<file path="src/rtl/lsu_pkg.sv">
// lsu_pkg -- shared definitions for the load/store unit.
//   * funct3 encodings for RV32I loads and stores
//   * FSM state type
//   * is_misaligned(): alignment fault check for a given access size/offset
package lsu_pkg;

   // Load encodings (stores reuse the size bits: SB=000, SH=001, SW=010)
   localparam logic [2:0] F3_B  = 3'b000;
   localparam logic [2:0] F3_H  = 3'b001;
   localparam logic [2:0] F3_W  = 3'b010;
   localparam logic [2:0] F3_BU = 3'b100;
   localparam logic [2:0] F3_HU = 3'b101;

   typedef enum logic [1:0] {
      ST_IDLE = 2'd0,
      ST_REQ  = 2'd1,
      ST_WAIT = 2'd2,
      ST_DONE = 2'd3
   } state_t;

   // Size is carried by funct3[1:0]; the unused size code 11 is treated as a word.
   function automatic logic is_misaligned(input logic [2:0] f3, input logic [1:0] off);
      logic m;
      m = 1'b0;
      case (f3[1:0])
         2'b00:   m = 1'b0;
         2'b01:   m = off[0];
         default: m = |off;
      endcase
      return m;
   endfunction

endpackage

</file>
<file path="src/rtl/lsu_lane.sv">
// lsu_lane -- combinational byte-lane logic of the load/store unit.
// Store side (from the access being issued):
//   st_funct3, st_off, st_data  -> st_be (byte enables), st_wdata (lane-replicated data)
// Load side (from the access in flight):
//   ld_funct3, ld_off, ld_rdata -> ld_data (selected and sign/zero extended)
module lsu_lane
   import lsu_pkg::*;
(
   input  logic [2:0]  st_funct3,
   input  logic [1:0]  st_off,
   input  logic [31:0] st_data,
   output logic [3:0]  st_be,
   output logic [31:0] st_wdata,
   input  logic [2:0]  ld_funct3,
   input  logic [1:0]  ld_off,
   input  logic [31:0] ld_rdata,
   output logic [31:0] ld_data
);

   logic [7:0]  rd_byte [4];
   logic [7:0]  sel_byte;
   logic [15:0] sel_half;

   // Split the returned word into its four byte lanes.
   for (genvar gi = 0; gi < 4; gi++) begin : g_bytes
      assign rd_byte[gi] = ld_rdata[8*gi +: 8];
   end

   assign sel_byte = rd_byte[ld_off];
   assign sel_half = ld_off[1] ? ld_rdata[31:16] : ld_rdata[15:0];

   // Store lanes: data is replicated across the word so the byte enables alone
   // pick the target lane; the memory ignores disabled lanes.
   always_comb begin
      st_be    = 4'b1111;
      st_wdata = st_data;
      case (st_funct3[1:0])
         2'b00: begin
            st_be    = 4'b0001 << st_off;
            st_wdata = {4{st_data[7:0]}};
         end
         2'b01: begin
            st_be    = 4'b0011 << st_off;
            st_wdata = {2{st_data[15:0]}};
         end
         default: begin
            st_be    = 4'b1111;
            st_wdata = st_data;
         end
      endcase
   end

   always_comb begin
      ld_data = ld_rdata;
      case (ld_funct3)
         F3_B:    ld_data = {{24{sel_byte[7]}}, sel_byte};
         F3_BU:   ld_data = {24'h0, sel_byte};
         F3_H:    ld_data = {{16{sel_half[15]}}, sel_half};
         F3_HU:   ld_data = {16'h0, sel_half};
         default: ld_data = ld_rdata;
      endcase
   end

endmodule

</file>
<file path="src/rtl/lsu.sv">
// lsu -- load/store unit between the RV32I datapath and a req/gnt/rvalid bus.
// Datapath side:
//   MemRead, MemWrite, funct3, Addr, WriteData (in); ReadData, Stall,
//   Misaligned, BusErr (out)
// Bus side:
//   mem_req, mem_we, mem_addr, mem_be, mem_wdata (out);
//   mem_gnt, mem_rvalid, mem_rdata (in)
// Flow: IDLE -> REQ -> (store) DONE | (load) WAIT -> DONE -> IDLE.
// Each REQ/WAIT phase is bounded by TIMEOUT cycles (TIMEOUT >= 2,
// 2**CNT_W > TIMEOUT); expiry finishes the access with a BusErr pulse.
module lsu
   import lsu_pkg::*;
#(
   parameter int TIMEOUT = 16,
   parameter int CNT_W   = 5
) (
   input  logic        clk,
   input  logic        reset,
   input  logic        MemRead,
   input  logic        MemWrite,
   input  logic [2:0]  funct3,
   input  logic [31:0] Addr,
   input  logic [31:0] WriteData,
   output logic [31:0] ReadData,
   output logic        Stall,
   output logic        Misaligned,
   output logic        BusErr,
   output logic        mem_req,
   output logic        mem_we,
   output logic [31:0] mem_addr,
   output logic [3:0]  mem_be,
   output logic [31:0] mem_wdata,
   input  logic        mem_gnt,
   input  logic        mem_rvalid,
   input  logic [31:0] mem_rdata
);

   localparam logic [CNT_W-1:0] CNT_LAST = CNT_W'(TIMEOUT - 1);

   state_t           state_reg, state_next;
   logic [CNT_W-1:0] cnt_reg, cnt_next;
   logic             buserr_reg, buserr_next;
   logic [31:0]      rdata_reg, rdata_next;
   logic             we_reg;
   logic [31:0]      addr_reg;
   logic [3:0]       be_reg;
   logic [31:0]      wdata_reg;
   logic [2:0]       f3_reg;
   logic [1:0]       off_reg;

   logic             start;
   logic             access;
   logic             fault;
   logic             expired;
   logic [3:0]       lane_be;
   logic [31:0]      lane_wdata;
   logic [31:0]      lane_ld;

   // Store lanes come from the live inputs (captured at issue); load
   // formatting uses the captured size/offset while the response arrives.
   lsu_lane u_lane (
      .st_funct3 (funct3),
      .st_off    (Addr[1:0]),
      .st_data   (WriteData),
      .st_be     (lane_be),
      .st_wdata  (lane_wdata),
      .ld_funct3 (f3_reg),
      .ld_off    (off_reg),
      .ld_rdata  (mem_rdata),
      .ld_data   (lane_ld)
   );

   assign access  = MemRead | MemWrite;
   assign fault   = is_misaligned(funct3, Addr[1:0]);
   assign expired = (cnt_reg == CNT_LAST);

   always_comb begin
      state_next  = state_reg;
      cnt_next    = cnt_reg;
      buserr_next = 1'b0;
      rdata_next  = rdata_reg;
      start       = 1'b0;
      Stall       = 1'b0;
      Misaligned  = 1'b0;
      mem_req     = 1'b0;
      unique case (state_reg)
         ST_IDLE: begin
            if (access && fault) begin
               // Trap is the core's business: no bus activity, no stall.
               Misaligned = 1'b1;
            end else if (access && !reset) begin
               start      = 1'b1;
               Stall      = 1'b1;
               cnt_next   = '0;
               state_next = ST_REQ;
            end
         end
         ST_REQ: begin
            mem_req = 1'b1;
            Stall   = 1'b1;
            if (mem_gnt) begin
               cnt_next   = '0;
               state_next = we_reg ? ST_DONE : ST_WAIT;
            end else if (expired) begin
               buserr_next = 1'b1;
               rdata_next  = '0;
               state_next  = ST_DONE;
            end else begin
               cnt_next = cnt_reg + 1'b1;
            end
         end
         ST_WAIT: begin
            Stall = 1'b1;
            if (mem_rvalid) begin
               rdata_next = lane_ld;
               state_next = ST_DONE;
            end else if (expired) begin
               buserr_next = 1'b1;
               rdata_next  = '0;
               state_next  = ST_DONE;
            end else begin
               cnt_next = cnt_reg + 1'b1;
            end
         end
         ST_DONE: begin
            // One non-stalled cycle retires the instruction; the next one is
            // only looked at once we are back in IDLE.
            state_next = ST_IDLE;
         end
         default: state_next = ST_IDLE;
      endcase
   end

   always_ff @(posedge clk or posedge reset) begin
      if (reset) begin
         state_reg  <= ST_IDLE;
         cnt_reg    <= '0;
         buserr_reg <= 1'b0;
         rdata_reg  <= '0;
         we_reg     <= 1'b0;
         addr_reg   <= '0;
         be_reg     <= '0;
         wdata_reg  <= '0;
         f3_reg     <= '0;
         off_reg    <= '0;
      end else begin
         state_reg  <= state_next;
         cnt_reg    <= cnt_next;
         buserr_reg <= buserr_next;
         rdata_reg  <= rdata_next;
         if (start) begin
            we_reg    <= MemWrite;
            addr_reg  <= {Addr[31:2], 2'b00};
            be_reg    <= MemWrite ? lane_be : 4'b0000;
            wdata_reg <= MemWrite ? lane_wdata : 32'h0;
            f3_reg    <= funct3;
            off_reg   <= Addr[1:0];
         end
      end
   end

   assign mem_we    = we_reg;
   assign mem_addr  = addr_reg;
   assign mem_be    = be_reg;
   assign mem_wdata = wdata_reg;
   assign ReadData  = rdata_reg;
   assign BusErr    = buserr_reg;

endmodule

</file>
<file path="config.mk">
export PLATFORM = sky130hd
export DESIGN_NAME = lsu
export DESIGN_NICKNAME = d
export VERILOG_FILES = /design/src/rtl/lsu_pkg.sv /design/src/rtl/lsu_lane.sv /design/src/rtl/lsu.sv
export SDC_FILE = /design/constraint.sdc
export NUM_CORES = 1
export LEC_CHECK = 0
export ABC_AREA = 0
export BUFFER_PORTS_ARGS = -buffer_cell sky130_fd_sc_hd__buf_2
export CAP_MARGIN = 20
export CORE_ASPECT_RATIO = 0.6
export CORE_MARGIN = 5
export CORE_UTILIZATION = 49
export DETAILED_ROUTE_END_ITERATION = 6
export MAX_ROUTING_LAYER = met4
export PLACE_DENSITY = 0.8
export SLEW_MARGIN = 30
export SYNTH_ARGS = -nofsm -noshare
export SYNTH_HDL_FRONTEND = slang
export SYNTH_SLANG_ARGS = --single-unit
</file>
<file path="constraint.sdc">
create_clock -name clk -period 4.7 [get_ports clk]
set_clock_uncertainty 0.15 [all_clocks]
set_input_delay 0.235 -clock clk [delete_from_list [all_inputs] [get_ports clk]]
set_output_delay 0.235 -clock clk [all_outputs]
set_load 0.005 [all_outputs]
</file>
== Yosys cells after proc, flatten, opt, wreduce, memory -nomap -nowiden ==
Index checks and enable logic that the tools add are counted.

* Register bits after elaboration: 112
* Latch bits: 0
* Bits in writable memories: 0
* ROM bits: 0
* Input bits: 105
* Output and inout bits: 105
* Memories kept: 0

* $add $sub $neg: 1
* Multiply operators: 0
* Divide/modulo/power cells: 0
* Order comparisons: 1
* Equality and inequality tests: 12
* Shift-type cells: 2
* Muxes and demuxes: 38
* Bitwise operators: 2
* Reductions and logical operators: 13

{| class="wikitable"
|+ Operators by type and width
! operator !! number
|-
| $mux 32 || 4
|-
| $pmux 32 s2 || 2
|-
| $pmux 32 s4 || 1
|-
| $mux 5 || 5
|-
| $bmux 8 s2 || 1
|-
| $mux 16 || 1
|-
| $mux 8 || 2
|-
| $pmux 5 s3 || 1
|-
| $mux 1 || 10
|-
| $mux 2 || 5
|-
| $ne 2x2->1 const B || 4
|-
| $pmux 2 s4 || 1
|-
| $pmux 4 s2 || 1
|-
| $eq 3x3->1 const B || 2
|-
| $pmux 1 s2 || 3
|-
| $add 5x1->5 const B || 1
|-
| $eq 5x4->1 const B || 1
|-
| $eq 2x1->1 const B || 2
|-
| $eq 2x2->1 const B || 2
|-
| $logic_not 2->1 || 2
|-
| $mux 4 || 1
|-
| $reduce_and 2->1 || 2
|-
| $reduce_and 4->1 || 1
|-
| $reduce_or 2->1 || 2
|-
| 11 further kinds || 12
|}

== Longest topological paths before layout ==
* Word-level depth: 7
* Gate-level depth with buffers: 9
* Depth with buffers taken out: 6

== Cells and area by module ==
Synthesis repeated with hierarchy kept, for this count alone.

* Cell total of the unflattened synthesis: 555
* Area total of the unflattened synthesis: 5803.1 um2

{| class="wikitable"
|+ Modules (own cells, without submodules)
! module !! times used !! cells an instance !! area an instance (um2) !! seq. area each (um2)
|-
| lsu || 1 || 374 || 4604.4 || 2802.7
|-
| lsu_lane || 1 || 181 || 1198.6 || 0.0
|}

== Least setup slack after synthesis ==
OpenSTA, ideal clock, no wires.

* Path type: flip-flop to flip-flop
* Start point: reg state_reg[0]
* End point: reg rdata_reg[16] (netlist: ReadData[16])
* Setup time: 0.127 ns
* Data arrival time: 1.783 ns
* Required time: 4.423 ns
* Slack: 2.640 ns
* Stages on the path, launching flop included: 10
* Path buffers: 3
* Period minus slack after synthesis: 2.060 ns
* Path through: dfrtp_1 -> inv_1 -> ha_1 -> clkbuf_2 -> nand2_1 -> a21oi_1 -> and2_1 -> buf_1 -> buf_2 -> a221o_2

* Word-level cells in the longest chain between the ends: 3
* Elaborated cells between the ends (all ways): 6
* Those cells by class: eq/ne (3); mux (1); reduce/logical (2)

{| class="wikitable"
|+ RTL lines
! item !! line !! source
|-
| start: declaration || lsu.sv:40 || <nowiki>state_t state_reg, state_next;</nowiki>
|-
| start signal: assignment || lsu.sv:147 || <nowiki>state_reg <= state_next;</nowiki>
|-
| $eq 2x1->1 / $eq 2x2->1 (equally long branches) || lsu.sv:86 || <nowiki>unique case (state_reg)</nowiki>
|-
| $ne 2x2->1 (no line) / $reduce_bool 2->1 (equally long branches) || n/a ||
|-
| $reduce_and 2->1 (no line) || n/a ||
|-
| end signal: assignment || lsu.sv:150 || <nowiki>rdata_reg <= rdata_next;</nowiki>
|-
| end: declaration || lsu.sv:43 || <nowiki>logic [31:0] rdata_reg, rdata_next;</nowiki>
|}

Several ways; a longest one is shown, not always the timed one.
A chain may end at the register's enable or synchronous reset.

== Worst setup path after layout ==
* Start point: reg state_reg[0]
* End point: out Stall

* Word-level cells in the longest chain between the ends: 3
* Elaborated cells between the ends (all ways): 5
* Those cells by class: eq/ne (2); mux (1); reduce/logical (2)

{| class="wikitable"
|+ RTL lines
! item !! line !! source
|-
| $eq 2x2->1 / $eq 2x1->1 (equally long branches) || lsu.sv:86 ||
|-
| $reduce_or 2->1 (no line) || n/a ||
|-
| $pmux 1 s2 * || lsu.sv:86 ||
|-
| end: declaration || lsu.sv:25 || <nowiki>output logic Stall,</nowiki>
|}

Every way passes the cells marked *; elsewhere a longest branch is shown, timed or not.

==> results.ini <==
[outcome]
status = finished, final reports clean

[pwr]
power.density_nw_per_um2 = 558
ir_drop_uv = 328
leakage_nw = 3.68
power_mw = 4.10

[routing]
wl_um = 16500
drc = 0
dr.pass1.iters = 5
ant_nets = 0
wl_per_cell_um = 18.7
first_iter_violations = 395
num_vias = 4989
via_per_inst = 5.64

[logic_synthesis]
syn_inst = 508
ys_top_cells_by_count = dfrtp_1, nand2_1, o21ai_0, mux2_2, mux2i_1
synth-edff-count = 0
synth_cell_type_count = 51
ys.flop_type = dfrtp_1
ys_async_sr_fraction_pct = 100
yosys.area_share.simple_pct = 10.4
yosys_register_bits = 112
synth_top_area_share_pct = 50.6
ys_seq_area_share_pct = 50.6
synth_xor_area_share_pct = 0
syn-cell-area_sq_um = 5530
yosysMostFrequentCell = dfrtp_1
synth_compound_area_share_pct = 18.5
yosysTopAreaCell = dfrtp_1
synthMuxAreaShare_pct = 14.9
synth_top_family_by_area = compound AO/OA/AOI/OAI gates
synthAdderAreaFrac_pct = 1.58
yosys_warnings = 0
synthTopCellsByArea = dfrtp_1, mux2_2, mux2i_1
synth_area_per_cell_sq_um = 10.9

[clocking]
clk_pin_slew_ps = 80
cts_root_buf = clkbuf_16
clkSinkCount = 112
ctsHtreeMaxLevel = 3
numCtsBuffers = 9
cts_tree = built
clock_path_buffers = 2
clock_latency_ps = 340

[layout]
fillers = 833
syn_to_final_growth_pct = 32.9
layout.nets = 846
stdcell_count = 884
final_cell_area_sq_um = 7360
drive_above_1_share_pct = 39.6
fin_util_pct = 65.8

[timing]
fmax_mhz = 353
fin_crit_ps = 2840
whs_ps = 22.4
grt_setup_unrepaired = no
drv_slew = 0
worst_slew_pin_slew_ps = 924
period_share_pct = 60.3
finalHoldViolCount = 0
setup_ws_ps = 1860
finalSetupViolations = 0
relSlewSlack_pct = 38.4
tns_ps = 0

[placement]
dpl.cell_count = 823
dpl-instance-area_sq_um = 6620
dpl_worst_slack_ps = 2140
dp_hpwl_um = 11600
portBuffers = 207
gp_congestion = 0.934

[setup_path]
required_ps = 4320
cp-end-kind = output pin
path_max_fanout = 48
worst-setup-path-type = reg -> out
crit_arrival_ps = 2450
cp-start-kind = flop

[global_routing]
grt_max_degree = 68
grt_usage_pct = 24.9
grt_overflow = 0
grt_pass1_vias = 5070
grt_pass1_wl_um = 26700
antenna_found_initial = 1

[floorplan]
die_h_um = 92.3
fp.coreArea_sq_um = 11200
die_area_sq_um = 13600
rows = 30
die_w_um = 147
initial_utilization_pct = 49.5
ios = 210

[flow_run]
drv_cap = 0

[hold_path]
hp-class = in -> reg

## timing repair
item	CTS	global route
hold endpoints to repair	109	0
resized for setup	0	0
buffers inserted	0	0
hold buffers	44	0
## area by class of cell
class | instances | area, sq um | area share [%]
clock buffer | 10 | 239 | 3.25
clock inverter | 6 | 56.3 | 0.765
multi-input combinational | 348 | 2530 | 34.4
inverter | 7 | 28.8 | 0.391
tap | 144 | 180 | 2.45
timing repair buffer | 256 | 1510 | 20.6
antenna | 1 | 2.50 | 0.0340
sequential | 112 | 2800 | 38.1
## routing by layer
metal / up-vias / routed length, um / GRT usage (%)
met5: - / 0 / -
met3: 19 / 1280 / 5.97
met2: 258 / 7480 / 37.3
li1: 2305 / - / -
met1: 2407 / 7550 / 35.3
met4: 0 / 183 / 4.88
## logic make-up (layout without fill, tap and decap cells)
group / Yosys count / count (layout)
buffers and inverters: 49 / 279
flip-flops: 112 / 112
adder cells (fa/ha/maj): 7 / 7
AO/OA/AOI/OAI: 142 / 142
multiplexers: 76 / 76
other: 1 / 3
AND/OR/NAND/NOR: 121 / 121
## power by group
group	switching, mW	leakage (nW)	internal, mW
Sequential	0.357	1.42	1.38
Combinational	0.773	2.11	0.825
Clock	0.377	0.144	0.388
Total	1.51	3.68	2.59
## worst max-delay path, stage by stage, from the launching register on
cell     delay (ps)
dfrtp_1         420
inv_1           140
ha_1            230
o21ai_0         170
a211o_4         520
buf_4           300
a21oi_1         170
buf_2           140
## cell usage in the layout (no fill, tap or decap), types with 3 or more instances in the layout
| cell type | n |
|---|---|
| a211o_1 | 4 |
| a21oi_1 | 22 |
| a221o_1 | 4 |
| a221o_2 | 16 |
| a32o_1 | 8 |
| and3b_2 | 3 |
| buf_2 | 207 |
| buf_4 | 5 |
| clkbuf_16 | 9 |
| dfrtp_1 | 112 |
| dlygate4sd3_1 | 44 |
| ha_1 | 7 |
| inv_1 | 5 |
| mux2_1 | 6 |
| mux2_2 | 38 |
| mux2i_1 | 30 |
| nand2_1 | 73 |
| nand2b_1 | 10 |
| nand3_1 | 4 |
| nor2_1 | 9 |
| nor2b_1 | 3 |
| nor3b_1 | 6 |
| o21a_1 | 3 |
| o21ai_0 | 47 |
| o22ai_1 | 4 |
| o2bb2ai_1 | 3 |
| o31ai_1 | 17 |
| or3_1 | 4 |
## worst paths after layout
kind / endpoint / slack, ps / from / cells after the start
worst max register to register: ReadData[26] / 2120 / state_reg[1] / 6
max in group asynchronous: mem_be[0] / 2820 / reset / 4
worst min-delay path: ReadData[23] / 20 / mem_rdata[23] / 2
worst max-delay path: Stall / 1860 / state_reg[0] / 7
worst min register to register: mem_wdata[8] / 340 / mem_wdata[8] / 2
min in group asynchronous: off_reg[1] / 500 / reset / 3
(Power assumes the default switching activity.)
